**config.mk**
```make
export PLATFORM = sky130hd
export DESIGN_NAME = book_feed_arbiter
export DESIGN_NICKNAME = d
export VERILOG_FILES = /design/src/rtl/parser_defs.sv /design/src/rtl/rr_arbiter.sv /design/src/rtl/book_feed_arbiter.sv
export SDC_FILE = /design/constraint.sdc
export NUM_CORES = 1
export LEC_CHECK = 0
export CAP_MARGIN = 20
export CORE_AREA = 2 2 185 187
export DETAILED_ROUTE_END_ITERATION = 6
export DIE_AREA = 0 0 187 189
export MAX_ROUTING_LAYER = met4
export PLACE_DENSITY = 0.59
export REMOVE_ABC_BUFFERS = 1
export SETUP_SLACK_MARGIN = 0.02
export SLEW_MARGIN = 20
export SYNTH_ARGS = -nofsm -noshare
export SYNTH_HDL_FRONTEND = slang
export SYNTH_HIERARCHICAL = 1
export SYNTH_SLANG_ARGS = --single-unit
```
**constraint.sdc**
```tcl
create_clock -name clk -period 2 [get_ports clk]
set_input_delay 0.3 -clock clk [delete_from_list [all_inputs] [get_ports clk]]
set_output_delay 0.3 -clock clk [all_outputs]
set_load 0.1 [all_outputs]
```
**src/rtl/parser_defs.sv**
```systemverilog
// Shared parser definitions.
// Holds the parsed message record handed from the parser FIFOs to the order
// book, the message-type and order-side encodings, the state type of the
// book feed arbiter FSM, and a helper that says which message types the
// order book accepts.
package parser_defs;

    // Message type encodings (ASCII letters as they appear on the wire)
    localparam logic [7:0] MSG_ADD    = 8'h41;
    localparam logic [7:0] MSG_UPDATE = 8'h55;
    localparam logic [7:0] MSG_DELETE = 8'h44;

    // Order side encodings
    localparam logic ORDER_SIDE_BID = 1'b0;
    localparam logic ORDER_SIDE_ASK = 1'b1;

    // One parsed message as read out of a parser FIFO
    typedef struct packed {
        logic [7:0]  msg_type;
        logic        side;
        logic [63:0] order_id;
        logic [31:0] price;
        logic [31:0] qty;
    } parsed_msg_t;

    // Book feed arbiter FSM states
    typedef enum logic [2:0] {
        FA_IDLE    = 3'd0,
        FA_FETCH   = 3'd1,
        FA_CAPTURE = 3'd2,
        FA_ISSUE   = 3'd3,
        FA_SETTLE  = 3'd4
    } feed_arb_state_t;

    // True for the message types the order book knows how to apply
    function automatic logic is_book_msg(input logic [7:0] msg_type);
        return (msg_type == MSG_ADD) || (msg_type == MSG_UPDATE) ||
               (msg_type == MSG_DELETE);
    endfunction

endpackage

```
**src/rtl/rr_arbiter.sv**
```systemverilog
// Combinational round-robin arbiter.
// Picks the first asserted request searching upward from last_grant+1,
// wrapping modulo NUM_REQ, so the most recently granted requester has the
// lowest priority.
// Ports:
//   req         - request vector, one bit per requester
//   last_grant  - index of the previous grant
//   grant       - index of the chosen requester (0 when nothing requests)
//   grant_valid - high when at least one request is asserted
module rr_arbiter #(
    parameter int NUM_REQ = 2
) (
    input  logic [NUM_REQ-1:0]         req,
    input  logic [$clog2(NUM_REQ)-1:0] last_grant,
    output logic [$clog2(NUM_REQ)-1:0] grant,
    output logic                       grant_valid
);

    localparam int GW = $clog2(NUM_REQ);

    // Walk the offsets from farthest to nearest so that the nearest
    // requester after last_grant overwrites any earlier candidate.
    always_comb begin
        int idx;
        idx         = 0;
        grant       = '0;
        grant_valid = 1'b0;
        for (int i = NUM_REQ; i >= 1; i--) begin
            idx = int'(last_grant) + i;
            if (idx >= NUM_REQ) begin
                idx = idx - NUM_REQ;
            end
            if (req[GW'(idx)]) begin
                grant       = GW'(idx);
                grant_valid = 1'b1;
            end
        end
    end

endmodule

```
**src/rtl/book_feed_arbiter.sv**
```systemverilog
// Book feed arbiter.
// Round-robins over the parser output FIFOs, pops one message at a time,
// registers it and strobes it into the order book, then waits a settle
// window so the book's best bid/ask outputs update before the next message.
// Messages of a type the book does not accept are counted and dropped.
// Ports:
//   clk, reset    - clock and synchronous active-high reset
//   src_empty     - per-source FIFO empty flags
//   src_rd_en     - per-source pop strobe (at most one bit high)
//   src_msg       - per-source FIFO read data, valid the cycle after a pop
//   book_read_en  - one-cycle message strobe to the order book
//   book_empty    - inverse of book_read_en
//   book_msg      - registered message presented to the order book
//   grant_src     - most recently granted source index
//   busy          - high whenever the FSM is not idle
//   msg_count     - messages issued to the book (wraps)
//   drop_count    - messages dropped for an illegal type (saturates)
module book_feed_arbiter
    import parser_defs::*;
#(
    parameter int NUM_SRC       = 2,
    parameter int SETTLE_CYCLES = 1
) (
    input  logic                       clk,
    input  logic                       reset,
    input  logic [NUM_SRC-1:0]         src_empty,
    output logic [NUM_SRC-1:0]         src_rd_en,
    input  parsed_msg_t                src_msg [NUM_SRC],
    output logic                       book_read_en,
    output logic                       book_empty,
    output parsed_msg_t                book_msg,
    output logic [$clog2(NUM_SRC)-1:0] grant_src,
    output logic                       busy,
    output logic [31:0]                msg_count,
    output logic [15:0]                drop_count
);

    localparam int GW = $clog2(NUM_SRC);
    localparam int SW = (SETTLE_CYCLES < 2) ? 1 : $clog2(SETTLE_CYCLES);
    localparam logic [SW-1:0] SETTLE_LAST = SW'(SETTLE_CYCLES - 1);

    feed_arb_state_t state;
    feed_arb_state_t next_state;
    logic [GW-1:0]   arb_grant;
    logic            arb_valid;
    logic [SW-1:0]   settle_cnt;

    rr_arbiter #(
        .NUM_REQ(NUM_SRC)
    ) u_rr_arbiter (
        .req        (~src_empty),
        .last_grant (grant_src),
        .grant      (arb_grant),
        .grant_valid(arb_valid)
    );

    // Next-state logic: a fixed FETCH/CAPTURE/ISSUE walk per message, then
    // SETTLE_CYCLES cycles of settle before looking at the FIFOs again.
    always_comb begin
        next_state = state;
        case (state)
            FA_IDLE:    if (arb_valid) next_state = FA_FETCH;
            FA_FETCH:   next_state = FA_CAPTURE;
            FA_CAPTURE: next_state = FA_ISSUE;
            FA_ISSUE:   next_state = FA_SETTLE;
            FA_SETTLE:  if (settle_cnt == SETTLE_LAST) next_state = FA_IDLE;
            default:    next_state = FA_IDLE;
        endcase
    end

    // State, grant pointer, message register and counters. The grant is
    // latched on leaving IDLE and doubles as the index used in FETCH and
    // CAPTURE. A reset during FETCH/CAPTURE discards the popped message.
    always_ff @(posedge clk) begin
        if (reset) begin
            state      <= FA_IDLE;
            grant_src  <= GW'(NUM_SRC - 1);
            book_msg   <= '0;
            busy       <= 1'b0;
            msg_count  <= '0;
            drop_count <= '0;
            settle_cnt <= '0;
        end else begin
            state <= next_state;
            busy  <= (next_state != FA_IDLE);
            if (state == FA_IDLE && arb_valid) begin
                grant_src <= arb_grant;
            end
            if (state == FA_CAPTURE) begin
                book_msg <= src_msg[grant_src];
            end
            if (state == FA_ISSUE) begin
                if (is_book_msg(book_msg.msg_type)) begin
                    msg_count <= msg_count + 32'd1;
                end else if (drop_count != 16'hFFFF) begin
                    drop_count <= drop_count + 16'd1;
                end
            end
            settle_cnt <= (state == FA_SETTLE) ? settle_cnt + SW'(1) : '0;
        end
    end

    // Strobes decoded from the state register and the registered message.
    always_comb begin
        src_rd_en = '0;
        if (state == FA_FETCH) begin
            src_rd_en[grant_src] = 1'b1;
        end
    end

    assign book_read_en = (state == FA_ISSUE) && is_book_msg(book_msg.msg_type);
    assign book_empty   = !book_read_en;

endmodule

```
After elaboration in Yosys (flattened, before gate mapping)
Cells that the tools add are included.
{"block": "totals", "register_bits": 191, "wordCells": 67, "in_bits": 278}
{"block": "classes", "bitwise_logic": 4, "n_eq_ne": 8, "addsub": 7, "mux": 19, "magnitude_cmp": 7, "reduce_logical": 11}
{"operator": "137-bit two-way mux", "count": 3}
{"operator": "32-bit by 1-bit adder with 32-bit output (second input constant)", "count": 1}
{"operator": "8-bit by 7-bit == test with 1-bit output (second input constant)", "count": 3}
{"operator": "16-bit by 1-bit adder with 16-bit output (second input constant)", "count": 1}
{"operator": "16-bit inequality test (second input constant)", "count": 1}
{"operator": "3-bit one-hot mux with 5 select lines", "count": 1}
{"operator": "1-bit two-way mux", "count": 11}
{"operator": "3-bit by 2-bit == test with 1-bit output (second input constant)", "count": 2}
{"operator": "1-bit by 3-bit < comparator with 1-bit output (second input constant)", "count": 2}
{"operator": "3-bit two-way mux", "count": 2}
{"operator": "2-bit greater-or-equal comparator (second input constant)", "count": 2}
{"operator": "1-bit by 2-bit adder with 3-bit output (second input constant)", "count": 1}
{"operator": "3-bit by 1-bit == test with 1-bit output (second input constant)", "count": 1}
{"operator": "3-bit == test (second input constant)", "count": 1}
{"operator": "3-bit by 2-bit greater-or-equal comparator with 1-bit output (second input constant)", "count": 1}
{"operator": "1-bit logical AND", "count": 3}
{"operator": "3-bit logical NOT", "count": 1}
{"operator": "1-bit inverter", "count": 3}
{"operator": "3-bit AND reduction", "count": 1}
{"operator": "3-bit nonzero test", "count": 1}
{"operator": "1-bit by 1-bit adder with 2-bit output (second input constant)", "count": 1}
{"operator": "1-bit logical OR", "count": 2}
{"operator": "1-bit by 2-bit < comparator with 1-bit output (second input constant)", "count": 1}
{"operator": "2-bit two-way mux", "count": 1}
{"operator": "other kinds (8)", "count": 9}

Longest topological paths before layout
{"block": "depth", "word_depth": 11, "depth_mapped": 8, "mapped_depth_nobuf": 6}

Cells and area by module
Netlist, hierarchy kept.
{"mod": "book_feed_arbiter", "area_each_um2": 8549.4, "instances": 1, "cells_each": 929}
{"mod": "rr_arbiter", "area_each_um2": 21.3, "instances": 1, "cells_each": 2}

Worst setup path after synthesis
No wires, ideal clock.
{"block": "synth_timing", "path_kind": "register -> output", "startpoint": "register book_msg[131] (netlist bit)", "endpoint": "output port book_empty", "arrival_time_ps": 5100, "path_buffers": 0, "t_required_ps": 1700, "stages_incl_launch_ff": 5, "setup_slack_ps": -3400, "path_cell_list": "dfxtp_1 > nor3b_1 > a21oi_1 > nor3_1 > inv_1"}
{"block": "synth_via", "elab_chain_len": 5}
{"element": "start, declared", "line_no": "book_feed_arbiter.sv:31", "text": "output parsed_msg_t book_msg,"}
{"element": "start signal, assigned", "line_no": "book_feed_arbiter.sv:90", "text": "book_msg <= src_msg[grant_src];"}
{"element": "8-bit by 7-bit == test with 1-bit output", "line_no": "parser_defs.sv:37", "text": "return (msg_type == MSG_ADD) || (msg_type == MSG_UPDATE) ||"}
{"element": "1-bit logical OR", "line_no": "parser_defs.sv:37"}
{"element": "1-bit logical OR *", "line_no": "parser_defs.sv:37"}
{"element": "1-bit logical AND *", "line_no": "book_feed_arbiter.sv:111", "text": "assign book_read_en = (state == FA_ISSUE) && is_book_msg(book_msg.msg_type);"}
{"element": "named net book_read_en", "line_no": "book_feed_arbiter.sv:29", "text": "output logic book_read_en,"}
{"element": "1-bit logical NOT *", "line_no": "book_feed_arbiter.sv:112", "text": "assign book_empty = !book_read_en;"}
{"element": "end, declared", "line_no": "book_feed_arbiter.sv:30", "text": "output logic book_empty,"}
Mark *: on every way through the listed nets, which the timed path passes. The rest lies on a longest branch.

Worst setup path in the final report
{"block": "layout_timing", "startpoint": "register book_msg[134] (netlist bit)", "endpoint": "register msg_count[16]"}
{"block": "layout_via", "elab_chain_len": 4}
{"element": "8-bit by 7-bit == test with 1-bit output", "line_no": "parser_defs.sv:37"}
{"element": "1-bit logical OR", "line_no": "parser_defs.sv:37"}
{"element": "1-bit logical OR *", "line_no": "parser_defs.sv:37"}
{"element": "2-bit AND reduction (no line) *"}
{"element": "end signal, assigned", "line_no": "book_feed_arbiter.sv:94", "text": "msg_count <= msg_count + 32'd1;"}
{"element": "end, declared", "line_no": "book_feed_arbiter.sv:34", "text": "output logic [31:0] msg_count,"}
Mark *: on every way between the ends. The rest lies on a longest branch, timed or not.
A chain may end at the register's enable or synchronous reset.

==> flow_metrics.env <==
export IMPL_status="finished, violations left"
export IMPL_violations="negative setup slack"
export IMPL_tightest_slew_ns=0.499
export IMPL_finalCriticalPeriod_ns=2.04
export IMPL_synth_area_um2=8570
export IMPL_drc=0
export IMPL_grt_max_degree=96
export IMPL_n_fill_cell=3236
export IMPL_multi_input_area_um2=4620
export IMPL_via_per_inst=4.65
export IMPL_rows=67
export IMPL_port_buffers=467
export IMPL_drt_iter0_markers=309
export IMPL_clock_fmax_mhz=491
export IMPL_wl_met1_mm=13.9
export IMPL_cts_clk_slew_worst_paths_ns=0.07
export IMPL_placed_area_um2=13800
export IMPL_cap_violations=0
export IMPL_rsz0062_at_grt="true"
export IMPL_firstDrtPassIters=4
export IMPL_design_die_area_um2=35300
export IMPL_critPathLaunchType="flop"
export IMPL_wl_met2_mm=17.0
export IMPL_grt_usage_pct=19.0
export IMPL_max_slew_margin_pct=66.3
export IMPL_area_growth_pct=73.6
export IMPL_drive_gt1_share_pct=27.0
export IMPL_cts_inserted_buffers=17
export IMPL_clkSinkCount=191
export IMPL_mostFrequentLayoutCell="clkdlybuf4s50_1"
export IMPL_htreeDepth=4
export IMPL_worstPathRequired_ns=2.36
export IMPL_gp_congestion=0.821
export IMPL_clockBufferDepth=2
export IMPL_start_util_pct=25.7
export IMPL_path_class="reg2reg"
export IMPL_drtAntennaViolNets=0
export IMPL_grt_ovfl_total=0
export IMPL_timing_final_ws_setup_ns=-0.0376
export IMPL_seq_area_um2=3850
export IMPL_slew_violations=0
export IMPL_yosysWarningCount=6
export IMPL_num_vias=8832
export IMPL_critPathCaptureType="flop"
export IMPL_synthCells=930
export IMPL_hpwl_mm=25.6
export IMPL_routedWlPerCell_um=17.9
export IMPL_whs_ns=0.288
export IMPL_post_place_ws_ns=-0.0679
export IMPL_grt_pass1_wl_mm=50.5
export IMPL_die_y_um=189
export IMPL_highest_layer="met4"
export IMPL_most_common_layout_cells="275 x clkdlybuf4s50_1, 266 x buf_4, 176 x dfxtp_1"
export IMPL_setup_viol=4
export IMPL_grt_pass1_vias=8575
export IMPL_period_share_pct=102
export IMPL_cp_max_fo=10
export IMPL_worst_endpoint_arrival_ns=2.40
export IMPL_cts_tree="yes"
export IMPL_io_pins=469
export IMPL_wl_mm=33.9
export IMPL_syn_avg_cell_area_um2=9.21
export IMPL_peakVddDrop_mv=0.683
export IMPL_nets=1716
export IMPL_met3_length_mm=2.51
export IMPL_regToRegSetupSlack_ns=-0.04
export IMPL_antenna_found_initial=4
export IMPL_min_path_type="in2reg"
export IMPL_hold_violations=0
export IMPL_post_route_cell_area_um2=14900
export IMPL_leakagePower_nw=6.27
export IMPL_root_buffer="clkbuf_16"
export IMPL_fin_skew_ns=0.0148
export IMPL_clock_latency_ns=0.44
export IMPL_die_w_um=187
export IMPL_power_density_nw_per_um2=1020
export IMPL_core_region_area_um2=33300
## worst paths after layout
path                                     from             to  depth (start not counted)
worst min register to register     settle_cnt     settle_cnt                          1
worst max-delay path            book_msg[134]  msg_count[16]                          6
worst min-delay path                    reset   msg_count[3]                          2
worst max register to register  book_msg[134]  msg_count[16]                          6
## worst max-delay path: stages (launching register included)
cell and delay [ns]:
dfxtp_1 0.32, nor2_2 0.17, nand3_4 0.13, or4_1 0.54, buf_6 0.16, or4_1 0.50
a21oi_1 0.15
## through the flow
| step | instances | setup TNS, ns | utilization (%) | power (mW) |
|---|---|---|---|---|
| floorplan | 850 | -2019.89 | - | 7.83 |
| global placement | 1849 | -0.195 | 41.6 | 11.6 |
| detailed placement | 1849 | -0.394 | 41.6 | 11.6 |
| CTS | 1888 | -0.155 | 44.0 | 15.4 |
| global route | 1898 | -1.58 | 44.7 | 15.9 |
| finish | 1898 | -0.0681 | 44.7 | 15.2 |
## power by group
| part | switching [mW] | internal [mW] |
|---|---|---|
| clock | 1.56 | 2.06 |
| sequential | 0.280 | 4.30 |
| combinational | 5.02 | 2.02 |
## layer usage
metal	global-route usage [%]	vias up
met1	22.0	4095
li1	-	4432
met3	6.14	23
met2	31.5	282
met4	5.22	0
met5	-	-
## area by class of cell
type | instances | area share (%)
clock inverters | 9 | 0.900
flip-flops and latches | 191 | 25.9
repair buffers | 567 | 34.9
clock buffers | 20 | 3.14
diodes | 4 | 0.0673
well taps | 448 | 3.77
multi-input cells | 650 | 31.1
inverters | 9 | 0.227
## registers in the layout, summed over array words and instances (netlist names)
signal,count
book_msg,137
settle_cnt,1
state,3
msg_count,32
busy,1
drop_count,16
grant_src,1
## timing repair
item                       4_1_cts  5_1_grt
setup endpoints to repair       25       35
gates cloned                     3        0
hold endpoints to repair         0        0
resized for setup               36       37
hold buffers                     0        0
pin swaps                       14       23
buffers inserted                 7        6
Note: power is estimated with default switching activity, not from simulation.
